--- config.mk ---
export PLATFORM = sky130hd
export DESIGN_NAME = rr_arbiter_4
export DESIGN_NICKNAME = d
export VERILOG_FILES = /design/src/rtl/rr_arbiter_4_pkg.sv /design/src/rtl/rr_arbiter_4_pick4.sv /design/src/rtl/rr_arbiter_4.sv
export SDC_FILE = /design/constraint.sdc
export NUM_CORES = 1
export LEC_CHECK = 0
export ABC_AREA = 1
export CORE_ASPECT_RATIO = 1.25
export CORE_MARGIN = 2
export CORE_UTILIZATION = 53
export DETAILED_ROUTE_END_ITERATION = 10
export HOLD_SLACK_MARGIN = 0.15
export PLACE_DENSITY_LB_ADDON = 0.05
export SYNTH_ARGS = -nofsm -noshare
export SYNTH_HDL_FRONTEND = slang
export SYNTH_SLANG_ARGS = --single-unit
--- constraint.sdc ---
create_clock -name i_clk -period 2.2 [get_ports i_clk]
set_input_delay 0.33 -clock i_clk [delete_from_list [all_inputs] [get_ports i_clk]]
set_output_delay 0.33 -clock i_clk [all_outputs]
set_load 0.05 [all_outputs]
--- src/rtl/rr_arbiter_4_pkg.sv ---
// Shared definitions for the four-requester round-robin arbiter:
// FSM state encodings and the {valid, index} grant code format.
package rr_arbiter_4_pkg;

    typedef enum logic [1:0] {
        ST_IDLE    = 2'd0,
        ST_GRANT   = 2'd1,
        ST_RELEASE = 2'd2
    } state_e;

    // Grant code is {valid, idx[1:0]}, matching the 4-to-2 priority encoder.
    localparam int         CODE_VLD_BIT = 2;
    localparam logic [2:0] CODE_NONE    = 3'b000;

    function automatic logic [2:0] make_code(input logic [1:0] idx);
        logic [2:0] code;
        code               = {1'b0, idx};
        code[CODE_VLD_BIT] = 1'b1;
        return code;
    endfunction

endpackage

--- src/rtl/rr_arbiter_4_pick4.sv ---
// Combinational round-robin pick: rotate the request vector so the pointer
// position sits at bit 0, take the lowest set bit, then rotate the index back.
module rr_pick4
    import rr_arbiter_4_pkg::*;
(
    input  logic [3:0] i_req,
    input  logic [1:0] i_ptr,
    output logic [3:0] o_pick,
    output logic [2:0] o_code
);

    logic [7:0] req_dbl;
    logic [3:0] req_rot;
    logic [1:0] rot_idx;
    logic       rot_vld;
    logic [1:0] idx;

    // Rotate, fixed-priority encode (lowest index wins), un-rotate.
    always_comb begin
        req_dbl = {i_req, i_req};
        req_rot = req_dbl[i_ptr +: 4];
        rot_vld = |req_rot;
        rot_idx = 2'd0;
        for (int k = 3; k >= 0; k--) begin
            if (req_rot[k]) begin
                rot_idx = 2'(k);
            end
        end
        idx    = rot_idx + i_ptr;
        o_pick = rot_vld ? (4'b0001 << idx) : 4'b0000;
        o_code = rot_vld ? make_code(idx) : CODE_NONE;
    end

endmodule

--- src/rtl/rr_arbiter_4.sv ---
// Four-requester round-robin arbiter. Holds a grant until the owner signals
// done, drops its request, or reaches the hold limit; one dead cycle separates
// successive owners. All outputs come straight from flops.
module rr_arbiter_4
    import rr_arbiter_4_pkg::*;
#(
    parameter int MAX_HOLD = 16,
    parameter int HOLD_W   = 8
) (
    input  logic       i_clk,
    input  logic       i_rst_n,
    input  logic [3:0] i_req,
    input  logic       i_done,
    output logic [3:0] o_gnt,
    output logic [2:0] o_gnt_code,
    output logic       o_busy,
    output logic       o_timeout
);

    localparam logic [HOLD_W-1:0] HOLD_LIM = HOLD_W'(MAX_HOLD);
    localparam logic [HOLD_W-1:0] HOLD_SAT = '1;
    localparam logic [HOLD_W-1:0] HOLD_ONE = HOLD_W'(1);

    state_e            state_q, state_d;
    logic [1:0]        ptr_q, ptr_d;
    logic [HOLD_W-1:0] hold_q, hold_d;
    logic [3:0]        gnt_q, gnt_d;
    logic [2:0]        code_q, code_d;
    logic              busy_q, busy_d;
    logic              timeout_q, timeout_d;

    logic [3:0]        pick_gnt;
    logic [2:0]        pick_code;
    logic [1:0]        owner_idx;
    logic              owner_req;
    logic              hold_hit;
    logic              release_now;
    logic              any_req;

    rr_pick4 u_pick (
        .i_req  (i_req),
        .i_ptr  (ptr_q),
        .o_pick (pick_gnt),
        .o_code (pick_code)
    );

    // Release conditions for the current owner, derived from registered state.
    always_comb begin
        any_req     = |i_req;
        owner_idx   = code_q[1:0];
        owner_req   = i_req[owner_idx];
        hold_hit    = (MAX_HOLD != 0) && (hold_q == HOLD_LIM);
        release_now = i_done || !owner_req || hold_hit;
    end

    // State register plus pointer, hold counter and output registers.
    always_ff @(posedge i_clk) begin
        if (!i_rst_n) begin
            state_q   <= ST_IDLE;
            ptr_q     <= 2'd0;
            hold_q    <= '0;
            gnt_q     <= 4'b0000;
            code_q    <= CODE_NONE;
            busy_q    <= 1'b0;
            timeout_q <= 1'b0;
        end else begin
            state_q   <= state_d;
            ptr_q     <= ptr_d;
            hold_q    <= hold_d;
            gnt_q     <= gnt_d;
            code_q    <= code_d;
            busy_q    <= busy_d;
            timeout_q <= timeout_d;
        end
    end

    // Next-state logic.
    always_comb begin
        state_d = state_q;
        case (state_q)
            ST_IDLE:    if (any_req) state_d = ST_GRANT;
            ST_GRANT:   if (release_now) state_d = ST_RELEASE;
            ST_RELEASE: state_d = any_req ? ST_GRANT : ST_IDLE;
            default:    state_d = ST_IDLE;
        endcase
    end

    // Next values of the registered outputs, pointer and hold counter.
    always_comb begin
        ptr_d     = ptr_q;
        hold_d    = hold_q;
        gnt_d     = gnt_q;
        code_d    = code_q;
        timeout_d = 1'b0;
        busy_d    = (state_d != ST_IDLE);
        case (state_q)
            ST_GRANT: begin
                if (release_now) begin
                    gnt_d     = 4'b0000;
                    code_d    = CODE_NONE;
                    hold_d    = '0;
                    ptr_d     = owner_idx + 2'd1;
                    // Only a pure hold-limit revoke is a timeout; done wins.
                    timeout_d = hold_hit && !i_done && owner_req;
                end else if (hold_q != HOLD_SAT) begin
                    hold_d = hold_q + HOLD_ONE;
                end
            end
            default: begin
                // IDLE and RELEASE both start a new grant from the current ptr.
                if (any_req) begin
                    gnt_d  = pick_gnt;
                    code_d = pick_code;
                    hold_d = HOLD_ONE;
                end else begin
                    gnt_d  = 4'b0000;
                    code_d = CODE_NONE;
                    hold_d = '0;
                end
            end
        endcase
    end

    assign o_gnt      = gnt_q;
    assign o_gnt_code = code_q;
    assign o_busy     = busy_q;
    assign o_timeout  = timeout_q;

endmodule

# After elaboration in Yosys (flattened, before gate mapping)
# Cells that the tools add are included.
[totals] wordCells=53 regBits=21 inputBits=7 output_inout_bits=9
[classes] shift=2 muxes=22 n_reduce_logical=12 order_cmp=1 n_eq_ne=6 addsub=3
[op_table] cell="two-way mux 8 bit" count=3
[op_table] cell="two-way mux 4 bit" count=4
[op_table] cell="two-way mux 2 bit" count=6
[op_table] cell="two-way mux 3 bit" count=4
[op_table] cell="adder 8 x 1 -> 8 bit (second input constant)" count=1
[op_table] cell="== test 8 x 5 -> 1 bit (second input constant)" count=1
[op_table] cell="!= test 8 bit (second input constant)" count=1
[op_table] cell="OR reduction 4 bit" count=2
[op_table] cell="indexed part select 8 x 3 -> 4 bit" count=1
[op_table] cell="one-hot mux 2 bit (3 select lines)" count=1
[op_table] cell="<< shifter 1 x 2 -> 4 bit (first input constant)" count=1
[op_table] cell="less-than comparator 2 x 3 -> 1 bit (second input constant)" count=1
[op_table] cell="two-way mux 1 bit" count=3
[op_table] cell="!= test 3 bit (second input constant)" count=1
[op_table] cell="AND reduction 3 bit" count=1
[op_table] cell="adder 2 x 1 -> 2 bit (second input constant)" count=1
[op_table] cell="adder 2 bit" count=1
[op_table] cell="binary-select mux 1 bit (select 2 bit)" count=1
[op_table] cell="== test 2 x 1 -> 1 bit (second input constant)" count=1
[op_table] cell="== test 2 bit (second input constant)" count=1
[op_table] cell="logical AND 1 bit" count=2
[op_table] cell="logical NOT 1 bit" count=2
[op_table] cell="logical NOT 2 bit" count=1
[op_table] cell="logical OR 1 bit" count=2
[op_table] cell="3 further kinds" count=3

# Logic depth before layout (Yosys ltp)
# Gate-level depths: netlist of run 1.
[depth] depth_word=10 mapped_depth=13 depth_no_buf=13

# Cells and area by module
# From an unflattened synthesis of run 1, not the netlist that was laid out.
[unflattened] cells_unflattened=187 hier_area_um2=1229.9
[by_module_without_submodules] mod="rr_arbiter_4" cells_per_inst=139 area_per_inst_um2=989.7 seq_area_each_um2=420.4 instances=1
[by_module_without_submodules] mod="rr_pick4" cells_per_inst=48 area_per_inst_um2=240.2 seq_area_each_um2=0.0 instances=1

# Least setup slack after synthesis of run 1
# OpenSTA, ideal clock, no wires.
[synth_path] path_type="flip-flop to flip-flop" startpoint="reg ptr_q[0]" endpoint="reg gnt_q[3], in the netlist o_gnt[3]" n_path_buf=0 setup_ns=0.113 path_stages_with_launch=14 t_arrival_ns=1.563 required_time_ns=2.087 path_slack_ns=0.523 period_less_slack_ns=1.677 cell_sequence="dfxtp_1 inv_1 nand2_1 nand3_1 nand2_1 nand3_1 a21boi_0 ha_1 xor2_1 inv_1 nand3_1 nand2_1 nand3_1 nand2_1"
[synth_via] elab_chain_cells=10 elab_cells_between_ends=11 classes_between="1 x add/sub; 2 x shift; 7 x mux; 1 x reduce/logical"
[synth_rtl] element="from (decl)" line_no="rr_arbiter_4.sv:25" source="logic [1:0] ptr_q, ptr_d;"
[synth_rtl] element="from (signal assigned)" line_no="rr_arbiter_4.sv:68" source="ptr_q <= ptr_d;"
[synth_rtl] element="indexed part select 8 x 3 -> 4 bit" line_no="rr_arbiter_4_pick4.sv:21" source="req_rot = req_dbl[i_ptr +: 4];"
[synth_rtl] element="two-way mux 2 bit (4 in series)" line_no="rr_arbiter_4_pick4.sv:25" source="if (req_rot[k]) begin"
[synth_rtl] element="adder 2 bit" line_no="rr_arbiter_4_pick4.sv:29" source="idx = rot_idx + i_ptr;"
[synth_rtl] element="<< shifter 1 x 2 -> 4 bit" line_no="rr_arbiter_4_pick4.sv:30" source="o_pick = rot_vld ? (4'b0001 << idx) : 4'b0000;"
[synth_rtl] element="two-way mux 4 bit (*)" line_no="rr_arbiter_4_pick4.sv:30"
[synth_rtl] element="two-way mux 4 bit (*)" line_no="rr_arbiter_4.sv:111" source="if (any_req) begin"
[synth_rtl] element="two-way mux 4 bit (*)" line_no="rr_arbiter_4.sv:96" source="case (state_q)"
[synth_rtl] element="to (signal assigned)" line_no="rr_arbiter_4.sv:70" source="gnt_q <= gnt_d;"
[synth_rtl] element="to (decl)" line_no="rr_arbiter_4.sv:27" source="logic [3:0] gnt_q, gnt_d;"
# Mark *: on every way between the ends. The rest lies on a longest branch, timed or not.
# A chain may end at the register's enable or synchronous reset.

# Worst setup path in the final report of run 1
[layout_path] startpoint="reg code_q[0], in the netlist o_gnt_code[0]" endpoint="out o_gnt_code[0]"
[layout_rtl] element="from (decl)" line_no="rr_arbiter_4.sv:28" source="logic [2:0] code_q, code_d;"
[layout_rtl] element="from (signal assigned)" line_no="rr_arbiter_4.sv:71" source="code_q <= code_d;"
[layout_rtl] element="to (decl)" line_no="rr_arbiter_4.sv:15" source="output logic [2:0] o_gnt_code,"
# No word-level cell between the ends.

==> metrics list, run 1 <==
- The cell family contributing the most delay on the critical path is buffers and inverters.
- STA puts the critical path data arrival time at 1.61 ns.
* Clock Skew: 0.00543 ns
* Net Switching: 383 µW
- Worst reg2reg path endpoint: o_gnt_code[1]
* Iteration-0 DRC Markers: 7
* Vias after detailed routing: 1127
- Total Die Area: 0.00261 mm²
* Buffer and inverter count on the worst path: 1
- #FFs+latches synth: 21
- Of all nets on the critical path, the largest fanout is 5.
- In this run the post-CTS setup repair buffer count came out at 0.
- Entering global routing, the biggest net connects 13 pins.
* RSZ-0062 raised after global routing: no
- Buffers added on ports: 15
* Largest buffer count on any clock path: 2
- Starting utilization of the core area: 0.550
- Worst min path class: flop to flop
- Using the TritonRoute via totals, the vias-per-cell ratio works out to 5.44.
- Cell area after layout: 0.00138 mm²
- Of the total power, the share spent switching nets is 0.389.
- Cell depth of the worst min-delay path: 2
- The number of antenna violations at the first check in global routing came to 0.
- TritonCTS built the clock tree.
- Floorplan row count: 19
* Overall Global Routing Usage: 0.224
- Synth Warn #: 0
* Total of endpoints with negative setup slack in the final report: 0
- M1 GR Usage: 0.212
- After clock tree synthesis, the clock-pin slew on the worst setup and hold paths is 0.12 ns.
- EDFF count, synth: 0
- End point of the critical path: o_gnt_code[0]
* Most frequently used flop master after synthesis: sky130_fd_sc_hd__dfxtp_1
* Global routing usage on met3: 0.0289
* Fraction of power consumed by combinational cells: 0.354
- Of the post-synthesis cell area, the dominant cell type holds 0.357.
- Vias in the first global route: 1096
- After detailed placement, the design holds a cell count of 203.
- Post-route non-filler standard cell count: 207
- The critical path is of the flop to output port type.
* Power Dens Cells: 715 mW/mm²
* Worst Max-Slew Pin Slew: 0.505 ns
* Combined area of all synthesized cells: 0.00118 mm²
* Area post-placement: 0.00135 mm²
- The die is 46.1 µm wide.
- Portion of total power attributed to sequential cells: 0.455
* Residual antenna-violating net count after detailed routing: 0
- Fraction of power consumed by the clock network: 0.192
- Walking the worst path, the cells encountered are clkdlybuf4s50_1.
* Number of H-tree levels: 1
- For this design the top-level I/O count stands at 16.
- Number of distinct library cells after synthesis: 29
- Dividing the final minimum period by the clock period gives 0.883.
* Share of final-layout standard cells stronger than drive strength 1: 0.129
- Slack of the worst reg-to-reg path: 0.27 ns
- A synthesized cell averages 7.00 µm².
- Detail-routed net length per standard cell: 12.7 µm
- Max-slew headroom: 0.663
- CP Launch Type: flop
- Crit-path slowest cell: sky130_fd_sc_hd__clkdlybuf4s50_1
- In this run the static leakage power is 0.601 nW.
- Final estimated routing congestion in global placement: 0.780
- The first detailed-routing pass ran for 4 iterations.
- In this run the number of cells on the critical path is 1.
* Most used routing layer: met2
- Cell type contributing the most total cell area after synthesis: sky130_fd_sc_hd__dfxtp_1
- Worst voltage drop across the vdd grid: 0.000503 V
* RR Startpoint: ptr_q[0]
- First-pass GRT wire length: 4280 µm
- Area growth from synthesis to layout: 17.0%
* Total Nets Final: 197
* Outcome: complete, no violations
* Length in cells of the worst reg-to-reg path: 13
- Post-detail-place hpwl: 2150 µm
* Post-detailed-routing wire length: 2630 µm
- Max Fclk: 515 MHz
* Max Slew Vio Count: 0
- For this run, design rule violations remaining after detail routing come to 0.
- Sequential element share of the synthesized area: 0.357
- Cell types occupying the most area after synthesis: sky130_fd_sc_hd__dfxtp_1 (36%), sky130_fd_sc_hd__nand2_1 (14%), sky130_fd_sc_hd__nand3_1 (7.7%)
- Synthesis produced 168 cells.
* Commonest cells post-synth: sky130_fd_sc_hd__nand2_1 (45), sky130_fd_sc_hd__inv_1 (22), sky130_fd_sc_hd__dfxtp_1 (21)
- Synth Net Count: 178
- Clock root buffer master: sky130_fd_sc_hd__clkbuf_4
- Critical Path RT: 1.87 ns
- Diodes inserted: 0
- Startpoint of the most critical setup path: o_gnt_code[0]
* Global route overflow: 0
- The number of clock buffers added by TritonCTS is 3.
* Internal power contribution: 601 µW
- Slowest stage delay, CP: 0.85 ns
* Post-synth ARST share: 0
* Count leader, synth: sky130_fd_sc_hd__nand2_1
- Core box area: 0.00214 mm²
* Max-cap violations: 0
* Number of hold violations in the final report: 0
- STA classifies the critical path endpoint as an output port.
- Counting every sink on the clock net gives 21.
- The worst path needs 1.94 ns of the cycle, external delays included.
- Die Ht: 56.7 µm
- Clock latency reported for the late side of the worst-skew pair: 0.31 ns
- Met2 layer usage reported by global route: 0.437
worst min-delay path by stage:
stage	from	endpoint	slack [ns]
final	o_gnt[2]	o_gnt[2]	0.46
after global routing	o_gnt[2]	o_gnt[2]	0.50
after CTS	o_gnt[0]	o_gnt[0]	0.46
after detailed placement	o_gnt[0]	o_gnt[0]	0.44
after global placement	o_gnt[0]	o_gnt[0]	0.44
after floorplan	i_rst_n	ptr_q[1]	0.45
metrics by stage:
stage               setup TNS, ns  setup slack (ns)   util  hold WS (ns)  power, mW
floorplan                       0             0.523      -         0.451      0.699
global placement                0            0.0394  0.630         0.440      0.787
detailed placement         -0.109           -0.0446  0.630         0.442      0.802
CTS                             0             0.192  0.643         0.462      0.988
global route                    0            0.0335  0.643         0.497       1.04
finish                          0             0.257  0.643         0.459      0.984
registers in the layout, indices dropped and copies added (netlist names):
register,count
hold_q,8
o_timeout,1
o_gnt_code,3
o_busy,1
ptr_q,2
o_gnt,4
state_q,2
layer usage:
layer	part of all wire	up-vias
met1	0.41	533
met2	0.56	14
met3	0.016	5
met5	0	-
met4	0.017	0
li1	-	575
power groups by stage:
stage               Combinational [mW]  Sequential (mW)  Clock, mW
detailed placement               0.347            0.455          0
global route                     0.385            0.451      0.208
finish                           0.348            0.447      0.188
floorplan                        0.174            0.525          0
CTS                              0.348            0.446      0.194
global placement                 0.335            0.452          0
kinds of logic after synthesis:
group / Yosys count / share of synthesized area
xor gates and xnor gates: 3 / 0.0223
adders and majority gates: 3 / 0.0319
buffers and inverters: 27 / 0.0894
AOI/OAI and AO/OA: 21 / 0.100
and+or+nand+nor: 93 / 0.399
DFF: 21 / 0.357
layout by cell type (no fill, tap or decap):
cell and instances:
sky130_fd_sc_hd__nor3_2 2, sky130_fd_sc_hd__nand3_1 18, sky130_fd_sc_hd__a21boi_0 1, sky130_fd_sc_hd__clkinv_2 1, sky130_fd_sc_hd__clkdlybuf4s50_1 15, sky130_fd_sc_hd__inv_4 1, sky130_fd_sc_hd__ha_1 3, sky130_fd_sc_hd__or2_1 1
sky130_fd_sc_hd__clkbuf_4 3, sky130_fd_sc_hd__a31o_2 1, sky130_fd_sc_hd__nand3_2 2, sky130_fd_sc_hd__a21oi_2 1, sky130_fd_sc_hd__nand2_1 45, sky130_fd_sc_hd__nand2_2 4, sky130_fd_sc_hd__nor4_1 1, sky130_fd_sc_hd__nor3_1 1
sky130_fd_sc_hd__o21ai_1 5, sky130_fd_sc_hd__inv_2 3, sky130_fd_sc_hd__o21a_1 1, sky130_fd_sc_hd__xnor2_1 1, sky130_fd_sc_hd__o21ai_0 6, sky130_fd_sc_hd__nor2_8 1, sky130_fd_sc_hd__nor2_4 2, sky130_fd_sc_hd__xor2_1 2
sky130_fd_sc_hd__a21oi_1 6, sky130_fd_sc_hd__dfxtp_1 20, sky130_fd_sc_hd__nand4_1 2, sky130_fd_sc_hd__nand4_4 1, sky130_fd_sc_hd__nor2_2 1, sky130_fd_sc_hd__inv_1 22, sky130_fd_sc_hd__dfxtp_2 1, sky130_fd_sc_hd__nor2_1 12
timing repair:
item                       in CTS  in global routing
setup endpoints to repair       0                  4
resized for setup               0                  1
hold buffers                    0                  0
area by class of cell:
cell class | count | area [µm²]
Tap cell | 21 | 26.3
Inverter | 26 | 100
Multi-Input combinational cell | 120 | 651
Sequential cell | 21 | 422
Clock inverter | 1 | 5.00
Clock buffer | 3 | 22.5
Fill cell | 208 | 763
Timing Repair Buffer | 15 | 150
No activity file was read; power rests on OpenSTA's default activity.
==> inputs of run 2 (changes only) <==
- PLACE_DENSITY_LB_ADDON: 0.05 -> 0.08
==> run 2 against run 1 <==
  * Global-route usage fell by 0.91 points
  * Sequential power barely moved
  * Clock skew fell by 0.0024 ns
  * Highest routed layer unchanged
  * Clock power barely moved
  * Largest power group unchanged
  * Non-clock buffer count did not move
  * Largest cell class unchanged
  * Worst setup slack improved by 0.032 ns
==> metrics list, run 2 (synthesis results as in run 1) <==
- Outcome: complete, no violations (unchanged)
* Net Switching: 371 µW (was 383 µW)
- The y dimension of the die was 56.7 µm (unchanged).
- RSZ-0062 raised after global routing: no (unchanged).
- Max Slew Vio Count: 0 (unchanged)
- First-pass GRT wire length: 4190 µm (was 4280 µm)
* Top delay family on crit path: buffers and inverters (unchanged)
* Worst Max-Slew Pin Slew: 0.492 ns (was 0.505 ns)
* Global route overflow: 0 (unchanged)
* Flip-flop count of the largest register, all copies and words added: 8 (unchanged)
* Worst min path class: flop to flop (unchanged)
- Final estimated routing congestion in global placement: 0.770 (was 0.780)
- The quantity of I/O buffers inserted on ports came to 15 (unchanged).
- Fraction of power consumed by the clock network: 0.193 (was 0.192)
* Detail-routed net length per standard cell: 11.9 µm (was 12.7 µm)
- Vias after detailed routing: 1107 (was 1127)
- Floorplan row count: 19 (unchanged)
- The detailed placement HPWL was 2000 µm (was 2150 µm).
- Total Negative Setup Slacks: 0 ns (unchanged)
- The static leakage is 0.598 nW (was 0.601 nW).
- Clock latency reported for the late side of the worst-skew pair: 0.31 ns (about the same)
* Clock-pin slew of the registers on the worst-case setup and hold paths: 0.11 ns (was 0.12 ns)
* Maximum number of pins on one net before global-route repair: 12 (was 13)
- Area growth from synthesis to layout: 16.9% (was 17.0%)
* Internal power contribution: 604 µW (was 601 µW)
- The register name with the most flops is hold_q (unchanged).
- The critical path's largest stage delay was 0.84 ns (was 0.85 ns).
- The via density per instance is 5.35 (was 5.44).
* Max Fclk: 523 MHz (was 515 MHz)
* Ordered cell list for the critical path: clkdlybuf4s50_1 (unchanged)
- Number of placed cells counting well taps: 203 (unchanged)
- The number of inserted diodes was 0 (unchanged).
- The relative contribution of combinational cells to total power came to 0.350 (was 0.354).
- Crit-path slowest cell: sky130_fd_sc_hd__clkdlybuf4s50_1 (unchanged)
- The final clock skew was 0.00303 ns (was 0.00543 ns).
- The required time of the worst setup path came to 1.87 ns (about the same).
- The I/O pin count was 16 (unchanged).
- The area of the core was 0.00214 mm² (unchanged).
* CP Launch Type: flop (unchanged)
- The total area of multi-input combinational cells is 651 µm² (unchanged).
- The clock buffer count from CTS is 3 (unchanged).
- The clock tree root driver cell was sky130_fd_sc_hd__clkbuf_4 (unchanged).
* Post-detailed-routing wire length: 2470 µm (was 2630 µm)
* Worst voltage drop across the vdd grid: 0.000507 V (was 0.000503 V)
* Number of H-tree levels: 1 (unchanged)
- The detailed-routing iteration count for the pre-antenna-repair pass came to 4 (unchanged).
- The final clock period utilization by the worst path came to 0.869 (was 0.883).
- The count of endpoints failing hold in the final timing report was 0 (unchanged).
- The number of inserted filler cells in the final layout was 184 (was 208).
- The post-route non-filler standard cell count is 207 (unchanged).
- The number of nets in the finished design is 197 (unchanged).
- The width of the chip was 46.1 µm (unchanged).
- The power share of the sequential group came to 0.457 (was 0.455).
- The most frequent standard cell in the layout excluding fill and tap cells is sky130_fd_sc_hd__nand2_1 (unchanged).
- Highest-count cells in the layout ignoring fill and taps: sky130_fd_sc_hd__nand2_1 (45), sky130_fd_sc_hd__inv_1 (22), sky130_fd_sc_hd__dfxtp_1 (20) (unchanged).
- The starting density of the core came to 0.550 (unchanged).
- The die area came to 0.00261 mm² (unchanged).
* Final Critical Period: 1.91 ns (was 1.94 ns)
- Max-slew headroom: 0.671 (was 0.663)
- The areal power density over the cells was 709 mW/mm² (was 715 mW/mm²).
- Buffer and inverter count on the worst path: 1 (unchanged)
- The number of design-rule violations left by the first detailed-router iteration came to 23 (was 7).
* Pre-CTS worst setup slack: -0.00120 ns (was -0.0446 ns)
- The DRC violation count after routing was 0 (unchanged).
* Arrival time reported for the critical path endpoint: 1.58 ns (was 1.61 ns)
- The number of global-route vias before repair came to 1082 (was 1096).
* Antenna violations before repair: 0 (unchanged)
* Total of endpoints with negative setup slack in the final report: 0 (unchanged)
- CTS sink cnt: 21 (unchanged)
- The fraction of power spent switching nets is 0.381 (was 0.389).
- Max-cap violations: 0 (unchanged)
- The buffer depth of the longest clock path is 2 (unchanged).
- Critical-path maximum fanout: 5 (unchanged)
- The path type of the worst setup path was flop to output port (unchanged).
- The count of antenna-violating nets left after detailed routing came to 0 (unchanged).
* CTS tree: yes (unchanged)
* Share of final-layout standard cells stronger than drive strength 1: 0.124 (was 0.129)
- The register area was 422 µm² (unchanged).
- Overall Global Routing Usage: 0.215 (was 0.224)
- The critical path capture point type is an output port (unchanged).
* Post-CTS repair timing setup buffer count: 0 (unchanged)
* Worst path setup slack after routing: 0.289 ns (was 0.257 ns)
## run 2: changes by cell type in the layout (fill, tap and decap cells not counted)
cell                       change
sky130_fd_sc_hd__clkbuf_1      +1
sky130_fd_sc_hd__clkinv_2      -1
## run 2: metal layers
layer	part of all wire	vias up	GRT usage
li1	-	576	-
met1	0.41	514	0.221
met2	0.55	13	0.409
met3	0.020	4	0.0386
met4	0.016	0	0.0612
met5	0	-	0
## run 2: tightest hold or removal path, cell delays in order, from the launching register on
cell and delay [ns]:
sky130_fd_sc_hd__dfxtp_1 0.32, sky130_fd_sc_hd__nand2_1 0.06, sky130_fd_sc_hd__nand2_1 0.04
## run 2: cell type report
cell class / count / share of cell area
inverters: 26 / 0.0728
repair buffers: 15 / 0.109
clock buffers: 4 / 0.0191
multi-input cells: 120 / 0.473
flip-flops and latches: 21 / 0.307
well taps: 21 / 0.0191
## run 2: timing repair
action                                  4_1_cts  5_1_grt
hold buffers                                  0        0
resized for setup                             0        1
hold endpoints to repair                      0        0
endpoints found under the setup margin        0        4
## run 2: per-stage QoR
step	area [µm²]	hold WS (ns)	util	total power, mW
finish	1380	0.458	0.643	0.975
global route	1380	0.471	0.643	1.04
floorplan	1180	0.451	-	0.699
CTS	1370	0.463	0.642	0.977
detailed placement	1350	0.446	0.630	0.795
global placement	1350	0.437	0.630	0.786
## run 2: power by group through the flow
stage / sequential, mW / combinational, mW / clock (mW)
after floorplan: 0.525 / 0.174 / 0
after detailed placement: 0.454 / 0.342 / 0
after global placement: 0.452 / 0.334 / 0
after CTS: 0.445 / 0.343 / 0.189
after global routing: 0.449 / 0.378 / 0.210
final: 0.446 / 0.341 / 0.188
## run 2: final timing paths
path                   endpoint          start  slack, ns  cells past startpoint
setup / recovery  o_gnt_code[0]  o_gnt_code[0]       0.29                      1
hold / removal         o_gnt[2]       o_gnt[2]       0.46                      2
setup reg to reg       o_gnt[1]       ptr_q[0]       0.34                     12
hold reg to reg        o_gnt[2]       o_gnt[2]       0.46                      2
==> inputs of run 3 (changes only) <==
- CORE_UTILIZATION: 53 -> 48
- GPL_ROUTABILITY_DRIVEN: not set -> 0
- clock period: 2.2 -> 1.5 ns (I/O delays scaled with it)
==> run 3 against run 2 <==
  * The run now ends with negative setup slack left
  * Sequential power increased by 50%
  * Register-to-register slack got worse by 0.56 ns
  * Final cell count increased by 13%
  * Clock skew decreased by 0.0011 ns
  * First-iteration DRC count decreased by 4.3%
  * Critical path depth increased by 11
  * Routed wire length increased by 22%
  * Critical path type is now flop to flop
  * Global-route usage increased by 0.87 points
  * Via count increased by 6.5%
==> metrics list, run 3 (synthesis results as in run 1) <==
- First-pass GRT wire length: 4690 µm (was 4190 µm)
- Ordered cell list for the critical path: inv_6, nand2_1, nand3_1, nand2_2, a21boi_2, ha_2, xor2_2, inv_1, nand3_2, nand2_4, nand2_1, o21ai_1 (was clkdlybuf4s50_1)
* CTS tree: yes (unchanged)
* Worst slack on hold paths: 0.462 ns (was 0.458 ns)
* Final Total Pwr: 1.63 mW (was 975 µW)
- The data arrival time of the worst path is 1.93 ns (was 1.58 ns).
- Post-detail-place hpwl: 2120 µm (was 2000 µm)
- The register area came to 439 µm² (was 422 µm²).
- The clock buffer count from CTS was 3 (unchanged).
* Worst voltage drop across the vdd grid: 0.000762 V (was 0.000507 V)
- Final cycle utilization of the critical path: 1.15
- The path type of the worst setup path was flop to flop (was flop to output port).
- Violated checks: negative setup slack
* Critical-path maximum fanout: 7 (was 5)
- Number of hold violations in the final report: 0 (unchanged)
* Total Nets Final: 212 (was 197)
* Area growth from synthesis to layout: 42.1% (was 16.9%)
* CP endpoint kind: flop (was output port)
- Ports: 16 (unchanged)
- The max-slew headroom at the worst pin is 0.749 (was 0.671).
* Overall Global Routing Usage: 0.223 (was 0.215)
* Crit-path slowest cell: sky130_fd_sc_hd__dfxtp_4 (was sky130_fd_sc_hd__clkdlybuf4s50_1)
- The number of inserted diodes is 0 (unchanged).
- Post-detailed-routing wire length: 3010 µm (was 2470 µm)
* Clock Skew: 0.00193 ns (was 0.00303 ns)
- The y dimension of the die was 59.3 µm (was 56.7 µm).
- For the finished layout, the period the worst path requires is 1.72 ns.
* DRC Markers: 0 (unchanged)
- Worst path setup slack after routing: -0.223 ns (was 0.289 ns)
* Outcome: finished, violations left (was complete, no violations)
- The setup slack of the most critical reg-to-reg path came to -0.22 ns (was 0.34 ns).
- The buffer depth of the longest clock path was 2 (unchanged).
- The most frequent standard cell in the layout excluding fill and tap cells is sky130_fd_sc_hd__nand2_1 (unchanged).
* Sw Ratio: 0.393 (was 0.381)
- Worst Max-Slew Pin Slew: 0.376 ns (was 0.492 ns)
- Fraction of power consumed by combinational cells: 0.423 (was 0.350)
* Number of placed cells counting well taps: 224 (was 203)
- The total internal power was 988 µW (was 604 µW).
* Max Fclk: 580 MHz
- Pre-CTS worst setup slack: -0.540 ns (was -0.00120 ns)
- Critical Path RT: 1.71 ns (was 1.87 ns)
- The total global routing overflow is 0 (unchanged).
* Vias in the first global route: 1112 (was 1082)
- The final design instance area without fill came to 0.00167 mm² (was 0.00138 mm²).
* Max-cap violations: 0 (unchanged)
- Final-layout fill cell count: 199 (was 184)
- RSZ-0062 raised after global routing: yes (was no).
- Clock latency reported for the late side of the worst-skew pair: 0.30 ns (was 0.31 ns)
- The starting density of the core was 0.495 (was 0.550).
- Cell type with the highest occurrence count on the critical path: sky130_fd_sc_hd__nand2_1
* First-pass iteration count of the detailed router: 4 (unchanged)
- The count of antenna-violating nets left after detailed routing was 0 (unchanged).
* Floorplan row count: 20 (was 19)
- The pin count of the biggest net entering global routing came to 13 (was 12).
- The final standard cell utilization of the core is 0.703 (was 0.643).
* Detail-routed net length per standard cell: 12.9 µm (was 11.9 µm)
- Share of final-layout standard cells stronger than drive strength 1: 0.418 (was 0.124)
* Flip-flop count of the largest register, all copies and words added: 8 (unchanged)
- Iteration-0 DRC Markers: 22 (was 23)
- Total Die Area: 0.00286 mm² (was 0.00261 mm²)
- The quantity of I/O buffers inserted on ports was 15 (unchanged).
- CP Launch Type: flop (unchanged)
- The accumulated negative setup slack was -1.03 ns (was 0 ns).
- Area post-placement: 0.00146 mm² (was 0.00135 mm²)
* Width of the die: 48.3 µm (was 46.1 µm)
- The critical path's largest stage delay came to 0.40 ns (was 0.84 ns).
- Multi-input combinational cell area: 782 µm² (was 651 µm²)
* Clock root buffer master: sky130_fd_sc_hd__clkbuf_4 (unchanged)
- Power Dens Cells: 974 mW/mm² (was 709 mW/mm²)
- The area of the core is 0.00238 mm² (was 0.00214 mm²).
- The depth of the CTS H-tree is 1 (unchanged).
- Post-route non-filler standard cell count: 234 (was 207)
* Vias after detailed routing: 1179 (was 1107)
- The total clock sinks was 21 (unchanged).
- The clock network fraction of total power was 0.166 (was 0.193).
* Buffer and inverter count on the worst path: 2 (was 1)
- The power spent charging and discharging nets is 640 µW (was 371 µW).
- The final number of max-transition violations came to 0 (unchanged).
- The final setup violation count came to 5 (was 0).
* Top delay family on crit path: simple AND/OR/NAND/NOR gates (was buffers and inverters)
- Leakage power summed over all cells: 0.741 nW (was 0.598 nW)
- Worst min path class: flop to flop (unchanged)
* Reg with most FFs: hold_q (unchanged)
- The clock-pin transition on the worst setup and hold timing paths was 0.12 ns (was 0.11 ns).
- Highest-count cells in the layout ignoring fill and taps: sky130_fd_sc_hd__nand2_1 (38), sky130_fd_sc_hd__buf_4 (22), sky130_fd_sc_hd__inv_1 (17) (was sky130_fd_sc_hd__nand2_1 (45), sky130_fd_sc_hd__inv_1 (22), sky130_fd_sc_hd__dfxtp_1 (20)).
- The power share of the sequential group was 0.411 (was 0.457).
- The via density per instance was 5.04 (was 5.35).
* Antenna violations before repair: 0 (unchanged)
-- run 3: cell count changes in the layout (fill, tap and decap cells not counted), sizes merged --
| cell | delta |
|---|---|
| clkinv | +1 |
| buf | +24 |
| dlymetal6s2s | +2 |
| clkbuf | -1 |
| dlygate4sd2 | +1 |
| clkdlybuf4s50 | -12 |
-- run 3: path summary, 6_finish.rpt --
check	startpoint	to	cells after the start
max	ptr_q[0]	o_gnt_code[1]	12
min	o_gnt[2]	o_gnt[2]	2
max reg2reg	ptr_q[0]	o_gnt_code[1]	12
min reg2reg	o_gnt[2]	o_gnt[2]	2
-- run 3: what timing repair did --
item / in CTS / in global routing
hold buffers: 0 / 0
gates resized for setup: 10 / 31
pin swaps: 12 / 9
buffers inserted: 3 / 3
setup endpoints to repair: 6 / 17
hold endpoints to repair: 0 / 0
-- run 3: power groups by stage --
| stage | sequential (mW) | clock, mW | combinational [mW] |
|---|---|---|---|
| final | 0.670 | 0.270 | 0.688 |
| after global routing | 0.676 | 0.302 | 0.746 |
| after CTS | 0.664 | 0.283 | 0.625 |
| after detailed placement | 0.676 | 0 | 0.574 |
| after global placement | 0.674 | 0 | 0.563 |
| after floorplan | 0.776 | 0 | 0.280 |
-- run 3: cell type report --
class                   instances  share of cell area
inverters                      26              0.0674
repair buffers                 30               0.161
clock buffers                   3              0.0135
well taps                      33              0.0247
flip-flops and latches         21               0.263
clock inverters                 1             0.00299
multi-input cells             120               0.468
-- run 3: metal layers --
metal | global-route usage | vias to the layer above | wire [µm]
met4 | 0.0811 | 0 | 54
li1 | - | 604 | -
met3 | 0.0305 | 6 | 49
met1 | 0.268 | 555 | 1200
met5 | 0 | - | 0
met2 | 0.385 | 14 | 1700
-- run 3: tightest hold or removal path: stages, from the launching register on --
cell                      delay, ns
sky130_fd_sc_hd__dfxtp_1       0.33
sky130_fd_sc_hd__nand2_1       0.06
sky130_fd_sc_hd__nand2_1       0.04
